$ cat config.mk
export PLATFORM = sky130hd
export DESIGN_NAME = cascade_stage_eval
export DESIGN_NICKNAME = d
export VERILOG_FILES = /design/src/rtl/cascade_pkg.sv /design/src/rtl/cascade_stage_eval_rom.sv /design/src/rtl/cascade_stage_eval.sv
export SDC_FILE = /design/constraint.sdc
export NUM_CORES = 1
export LEC_CHECK = 0
export BUFFER_PORTS_ARGS = -buffer_cell sky130_fd_sc_hd__buf_2
export CORE_UTILIZATION = 55
export DETAILED_ROUTE_END_ITERATION = 10
export PLACE_DENSITY = 0.74
export REMOVE_ABC_BUFFERS = 1
export SLEW_MARGIN = 25
export SYNTH_ARGS = -nofsm -noshare
export SYNTH_HDL_FRONTEND = slang
export SYNTH_SLANG_ARGS = --single-unit
$ cat constraint.sdc
create_clock -name clk -period 5.25 [get_ports clk]
set_input_delay 1.05 -clock clk [delete_from_list [all_inputs] [get_ports clk]]
set_output_delay 1.05 -clock clk [all_outputs]
set_load 0.02 [all_outputs]
$ cat src/rtl/cascade_pkg.sv
// Shared types and trained stage thresholds for the Viola-Jones cascade evaluator.
// Thresholds are the frontal-face cascade stage thresholds rounded to nearest at Q.12.
package cascade_pkg;

    localparam int FRAC_BITS  = 12;
    localparam int MAX_STAGES = 64;
    localparam int THRESH_W   = 24;

    typedef enum logic [1:0] {
        IDLE,
        ACCUM,
        CMP,
        DONE
    } stage_state_t;

    localparam logic signed [THRESH_W-1:0] STAGE_THRESH_Q [MAX_STAGES] = '{
        24'sd3370,   24'sd28494,  24'sd38906,  24'sd75420,
        24'sd62768,  24'sd86060,  24'sd97971,  24'sd100464,
        24'sd111220, 24'sd141534, 24'sd160184, 24'sd207301,
        24'sd223724, 24'sd205495, 24'sd273077, 24'sd277295,
        24'sd283566, 24'sd324604, 24'sd359203, 24'sd369678,
        24'sd429053, 24'sd433197,
        24'sd0, 24'sd0, 24'sd0, 24'sd0, 24'sd0, 24'sd0, 24'sd0, 24'sd0,
        24'sd0, 24'sd0, 24'sd0, 24'sd0, 24'sd0, 24'sd0, 24'sd0, 24'sd0,
        24'sd0, 24'sd0, 24'sd0, 24'sd0, 24'sd0, 24'sd0, 24'sd0, 24'sd0,
        24'sd0, 24'sd0, 24'sd0, 24'sd0, 24'sd0, 24'sd0, 24'sd0, 24'sd0,
        24'sd0, 24'sd0, 24'sd0, 24'sd0, 24'sd0, 24'sd0, 24'sd0, 24'sd0,
        24'sd0, 24'sd0
    };

endpackage

$ cat src/rtl/cascade_stage_eval_rom.sv
// Registered threshold lookup: the value for 'stage' appears one clock after 'en'.
module stage_thresh_rom
    import cascade_pkg::*;
#(
    parameter int NUM_STAGES = 22,
    parameter int ACC_W      = 24,
    parameter int STAGE_W    = (NUM_STAGES > 1) ? $clog2(NUM_STAGES) : 1
) (
    input  logic                    clk,
    input  logic                    rst_n,
    input  logic                    en,
    input  logic [STAGE_W-1:0]      stage,
    output logic signed [ACC_W-1:0] thresh
);

    logic [5:0]                   addr;
    logic signed [THRESH_W-1:0]   entry;

    assign addr  = 6'(stage);
    assign entry = (int'(addr) < NUM_STAGES) ? STAGE_THRESH_Q[addr] : '0;

    always_ff @(posedge clk or negedge rst_n) begin
        if (!rst_n) begin
            thresh <= '0;
        end else if (en) begin
            thresh <= ACC_W'(entry);
        end
    end

endmodule

$ cat src/rtl/cascade_stage_eval.sv
// Sequential cascade stage evaluator: accumulates weak-classifier votes per stage
// and rejects the window early or declares a face once the last stage passes.
module cascade_stage_eval
    import cascade_pkg::*;
#(
    parameter int NUM_STAGES = 22,
    parameter int FRAC_BITS  = cascade_pkg::FRAC_BITS,
    parameter int VOTE_W     = 16,
    parameter int ACC_W      = 24,
    parameter int STAGE_W    = (NUM_STAGES > 1) ? $clog2(NUM_STAGES) : 1
) (
    input  logic                     clk,
    input  logic                     rst_n,
    input  logic                     start,
    input  logic                     abort,
    input  logic                     vote_valid,
    output logic                     vote_ready,
    input  logic signed [VOTE_W-1:0] vote_data,
    input  logic                     vote_last,
    output logic                     busy,
    output logic                     res_valid,
    input  logic                     res_ready,
    output logic                     res_face,
    output logic [STAGE_W-1:0]       res_stage,
    output logic [STAGE_W-1:0]       cur_stage
);

    if (NUM_STAGES < 1 || NUM_STAGES > MAX_STAGES || FRAC_BITS >= ACC_W || VOTE_W > ACC_W) begin : g_bad_cfg
        $error("cascade_stage_eval: unsupported parameter combination");
    end

    localparam logic [STAGE_W-1:0]      LAST_STAGE = STAGE_W'(NUM_STAGES - 1);
    localparam logic signed [ACC_W-1:0] ACC_MAX    = {1'b0, {(ACC_W-1){1'b1}}};
    localparam logic signed [ACC_W-1:0] ACC_MIN    = {1'b1, {(ACC_W-1){1'b0}}};

    stage_state_t             state;
    logic signed [ACC_W-1:0]  acc;
    logic signed [ACC_W:0]    sum_wide;
    logic signed [ACC_W-1:0]  sum_sat;
    logic signed [ACC_W-1:0]  thresh;
    logic                     pass;

    stage_thresh_rom #(
        .NUM_STAGES(NUM_STAGES),
        .ACC_W     (ACC_W),
        .STAGE_W   (STAGE_W)
    ) u_rom (
        .clk   (clk),
        .rst_n (rst_n),
        .en    (state == ACCUM),
        .stage (cur_stage),
        .thresh(thresh)
    );

    // One extra bit of headroom exposes overflow; clamp instead of wrapping.
    always_comb begin
        sum_wide = (ACC_W+1)'(acc) + (ACC_W+1)'(vote_data);
        if (sum_wide[ACC_W] != sum_wide[ACC_W-1]) begin
            sum_sat = sum_wide[ACC_W] ? ACC_MIN : ACC_MAX;
        end else begin
            sum_sat = sum_wide[ACC_W-1:0];
        end
    end

    assign pass = (acc >= thresh);

    always_ff @(posedge clk or negedge rst_n) begin
        if (!rst_n) begin
            state      <= IDLE;
            acc        <= '0;
            vote_ready <= 1'b0;
            busy       <= 1'b0;
            res_valid  <= 1'b0;
            res_face   <= 1'b0;
            res_stage  <= '0;
            cur_stage  <= '0;
        end else if (abort) begin
            state      <= IDLE;
            acc        <= '0;
            cur_stage  <= '0;
            vote_ready <= 1'b0;
            busy       <= 1'b0;
            res_valid  <= 1'b0;
        end else begin
            case (state)
                IDLE: begin
                    if (start) begin
                        acc        <= '0;
                        cur_stage  <= '0;
                        busy       <= 1'b1;
                        vote_ready <= 1'b1;
                        state      <= ACCUM;
                    end
                end
                ACCUM: begin
                    if (vote_valid && vote_ready) begin
                        acc <= sum_sat;
                        if (vote_last) begin
                            vote_ready <= 1'b0;
                            state      <= CMP;
                        end
                    end
                end
                CMP: begin
                    if (!pass || cur_stage == LAST_STAGE) begin
                        res_face  <= pass;
                        res_stage <= cur_stage;
                        res_valid <= 1'b1;
                        state     <= DONE;
                    end else begin
                        cur_stage  <= cur_stage + STAGE_W'(1);
                        acc        <= '0;
                        vote_ready <= 1'b1;
                        state      <= ACCUM;
                    end
                end
                DONE: begin
                    if (res_ready) begin
                        res_valid <= 1'b0;
                        busy      <= 1'b0;
                        state     <= IDLE;
                    end
                end
                default: state <= IDLE;
            endcase
        end
    end

endmodule

==> results.toml <==
[die]
die-width_um = 97.2
dieArea_um2 = 9450
fp.dieH_um = 97.2
initial_core_util = 0.569
core_region_area_um2 = 8760
num_rows = 34
pin_count = 37

[global_routing]
antenna_found_initial = 0
grt-ovfl-total = 0
grt_pass1_vias = 4346
grt.total_usage = 0.263
grt_max_degree = 60
grt_pass1_wl_um = 20400

[power_and_ir_drop]
ir_drop_v = 0.000285
power_density_nw_per_um2 = 340
leakage_nw = 2.62

[clocking]
cts_buffers = 9
htreeDepth = 3
ctsResizeCount = 0
clock_latency_ns = 0.34
path_clk_slew_ns = 0.08
cts_sinks = 59
clock_path_buffers = 2
postCtsHoldBufs = 0
cts_tree = "built"
postCtsSetupBuffers = 0
clockRootBuffer = "clkbuf_8"

[sta]
min_period_over_period = 0.684
worstMarginPinSlew_ns = 0.872
finalHoldViolCount = 0
timing.hold.ws_ns = 0.478
final.setup.tns_ns = 0
setup_violations = 0
finalCriticalPeriod_ns = 3.59
fmax_mhz = 279
rsz0062_at_grt = "false"
slew_headroom = 0.419
finalMaxSlewViolations = 0
finalClockSkew_ns = 0.0122

[critical_path]
crit_required_ns = 5.51
path_class = "reg2reg"
critPathLaunchType = "flop"
cp-end-kind = "flop"
crit_fanout = 23
max_stage_delay_ns = 0.57
cp.arrival_ns = 3.85
crit_chain = "ha_1 > nand4_1 > or4_1 > nor3_2 > a211oi_2 > o21ai_2 > nor4b_2 > nand3_2 > a22oi_2"
slowest_stage = "or4_1"

[route]
routedLengthMet1_um = 5370
viasPerCell = 6.08
highest_layer = "met4"
first_pass_iters = 5
drtIter0Drc = 424
drc = 0
vias = 4605
wl_um = 12000
wl_met2_um = 5990
wl_per_cell_um = 15.9
ant_nets = 0
wl_met3_um = 482

[logic_synthesis]
postSynthCellCount = 621
synth-main-ff-cell = "dfrtp_1"
synth_top_area_cell = "dfrtp_1"
ys_seq_elements = 59
synthTopCellsByArea = "dfrtp_1 30%, ha_1 15%, a21oi_1 7.9%, nand2_1 5.9%, o21ai_0 5.2%"
synth_edf_count = 0
ys_warn_count = 0
synth_async_sr_flop_share = 1.00
avgSynthCellArea_um2 = 8.03
synth_top_area_frac = 0.296
synth_cell_types = 61
netlist_area_um2 = 4980
ys_seq_area_frac = 0.296

[finish]
seq_area_um2 = 1480
fillers = 804
final_common_cell = "a21oi_1"
diodes = 0
fin_nets = 727
multi_input_area_um2 = 3230
area_growth_pct = 9.69
layout_common_cells = "79 x a21oi_1, 78 x nand2_1, 59 x dfrtp_1"
drive_above_1_share = 0.120
fin_area_um2 = 5470

[status]
outcome = "complete, no violations"

[placed_design]
dp_hpwl_um = 8720
gp_congestion = 0.931
io_buffers = 36
placed_area_um2 = 5210

[hold_path]
worstHoldPathType = "reg2reg"

[job]
maxCapViolations = 0
cell families (layout without fill, tap and decap cells):
| logic type | Yosys count | in the layout | synth area share |
|---|---|---|---|
| xor gates and xnor gates | 20 | 20 | 0.0351 |
| AOI/OAI and AO/OA | 245 | 245 | 0.299 |
| adders and majority gates | 59 | 59 | 0.150 |
| DFF | 59 | 59 | 0.296 |
| muxes | 7 | 7 | 0.0168 |
| and+or+nand+nor | 161 | 161 | 0.145 |
| buffers and inverters | 70 | 99 | 0.0577 |
per-layer routing:
layer  GRT usage  vias to the layer above
li1            -                     2293
met1       0.357                     2170
met2       0.435                      121
met3      0.0396                       21
met4      0.0804                        0
met5           0                        -
flip-flops by register name, indices dropped and copies added (netlist names):
register,flops
res_stage,5
u_rom.thresh,19
busy,1
acc,24
vote_ready,1
res_valid,1
state,2
res_face,1
cur_stage,5
cell type report:
class / instances / share of cell area
clock buffers: 9 / 0.0227
clock inverters: 7 / 0.0229
inverters: 41 / 0.0282
multi-input cells: 492 / 0.590
flip-flops and latches: 59 / 0.270
well taps: 108 / 0.0247
repair buffers: 42 / 0.0412
metrics by stage:
stage                     std cells  setup slack (ns)  utilization  power (mW)
final                           758              1.66        0.624        1.86
after global routing            758              1.38        0.624        1.99
after CTS                       758              1.66        0.623        1.86
after detailed placement        742              1.35        0.595        1.33
after global placement          742              1.47        0.595        1.30
after floorplan                 592              1.32            -        1.13
worst paths after layout:
kind | slack [ns] | from | depth (start not counted) | to
setup / recovery | 1.66 | acc[15] | 9 | acc[21]
hold / removal | 0.48 | res_stage[2] | 2 | res_stage[2]
setup reg to reg | 1.66 | acc[15] | 9 | acc[21]
hold reg to reg | 0.48 | res_stage[2] | 2 | res_stage[2]
max in group asynchronous | 3.88 | rst_n | 2 | cur_stage[1]
min in group asynchronous | 0.85 | rst_n | 2 | acc[2]
synth_stat cells, types with 5 or more instances:
| master | n |
|---|---|
| dfrtp_1 | 59 |
| o21a_1 | 6 |
| clkbuf_1 | 22 |
| ha_1 | 58 |
| xnor2_1 | 17 |
| a21o_1 | 11 |
| mux2i_1 | 5 |
| nand3_1 | 6 |
| nand2b_1 | 8 |
| o31ai_1 | 5 |
| a211oi_1 | 9 |
| nand2_1 | 78 |
| o21ai_1 | 22 |
| inv_1 | 39 |
| a31oi_1 | 5 |
| or2_2 | 5 |
| a21oi_1 | 79 |
| o22ai_1 | 16 |
| nor2_1 | 38 |
| o21ai_0 | 52 |
where the power goes:
group / switching [mW] / total, mW / internal, mW / leakage, nW
clock network: 0.206 / 0.525 / 0.319 / 0.124
logic: 0.480 / 0.753 / 0.273 / 1.70
registers: 0.0517 / 0.578 / 0.527 / 0.800
worst max-delay path: cells and delay by family, from the launching register on:
kind	cells	cell delay [ns]
and+or+nand+nor	5	1.77
adders and majority gates	1	0.34
AOI/OAI and AO/OA	3	0.96
DFF	1	0.42
Note: power is estimated with default switching activity, not from simulation.
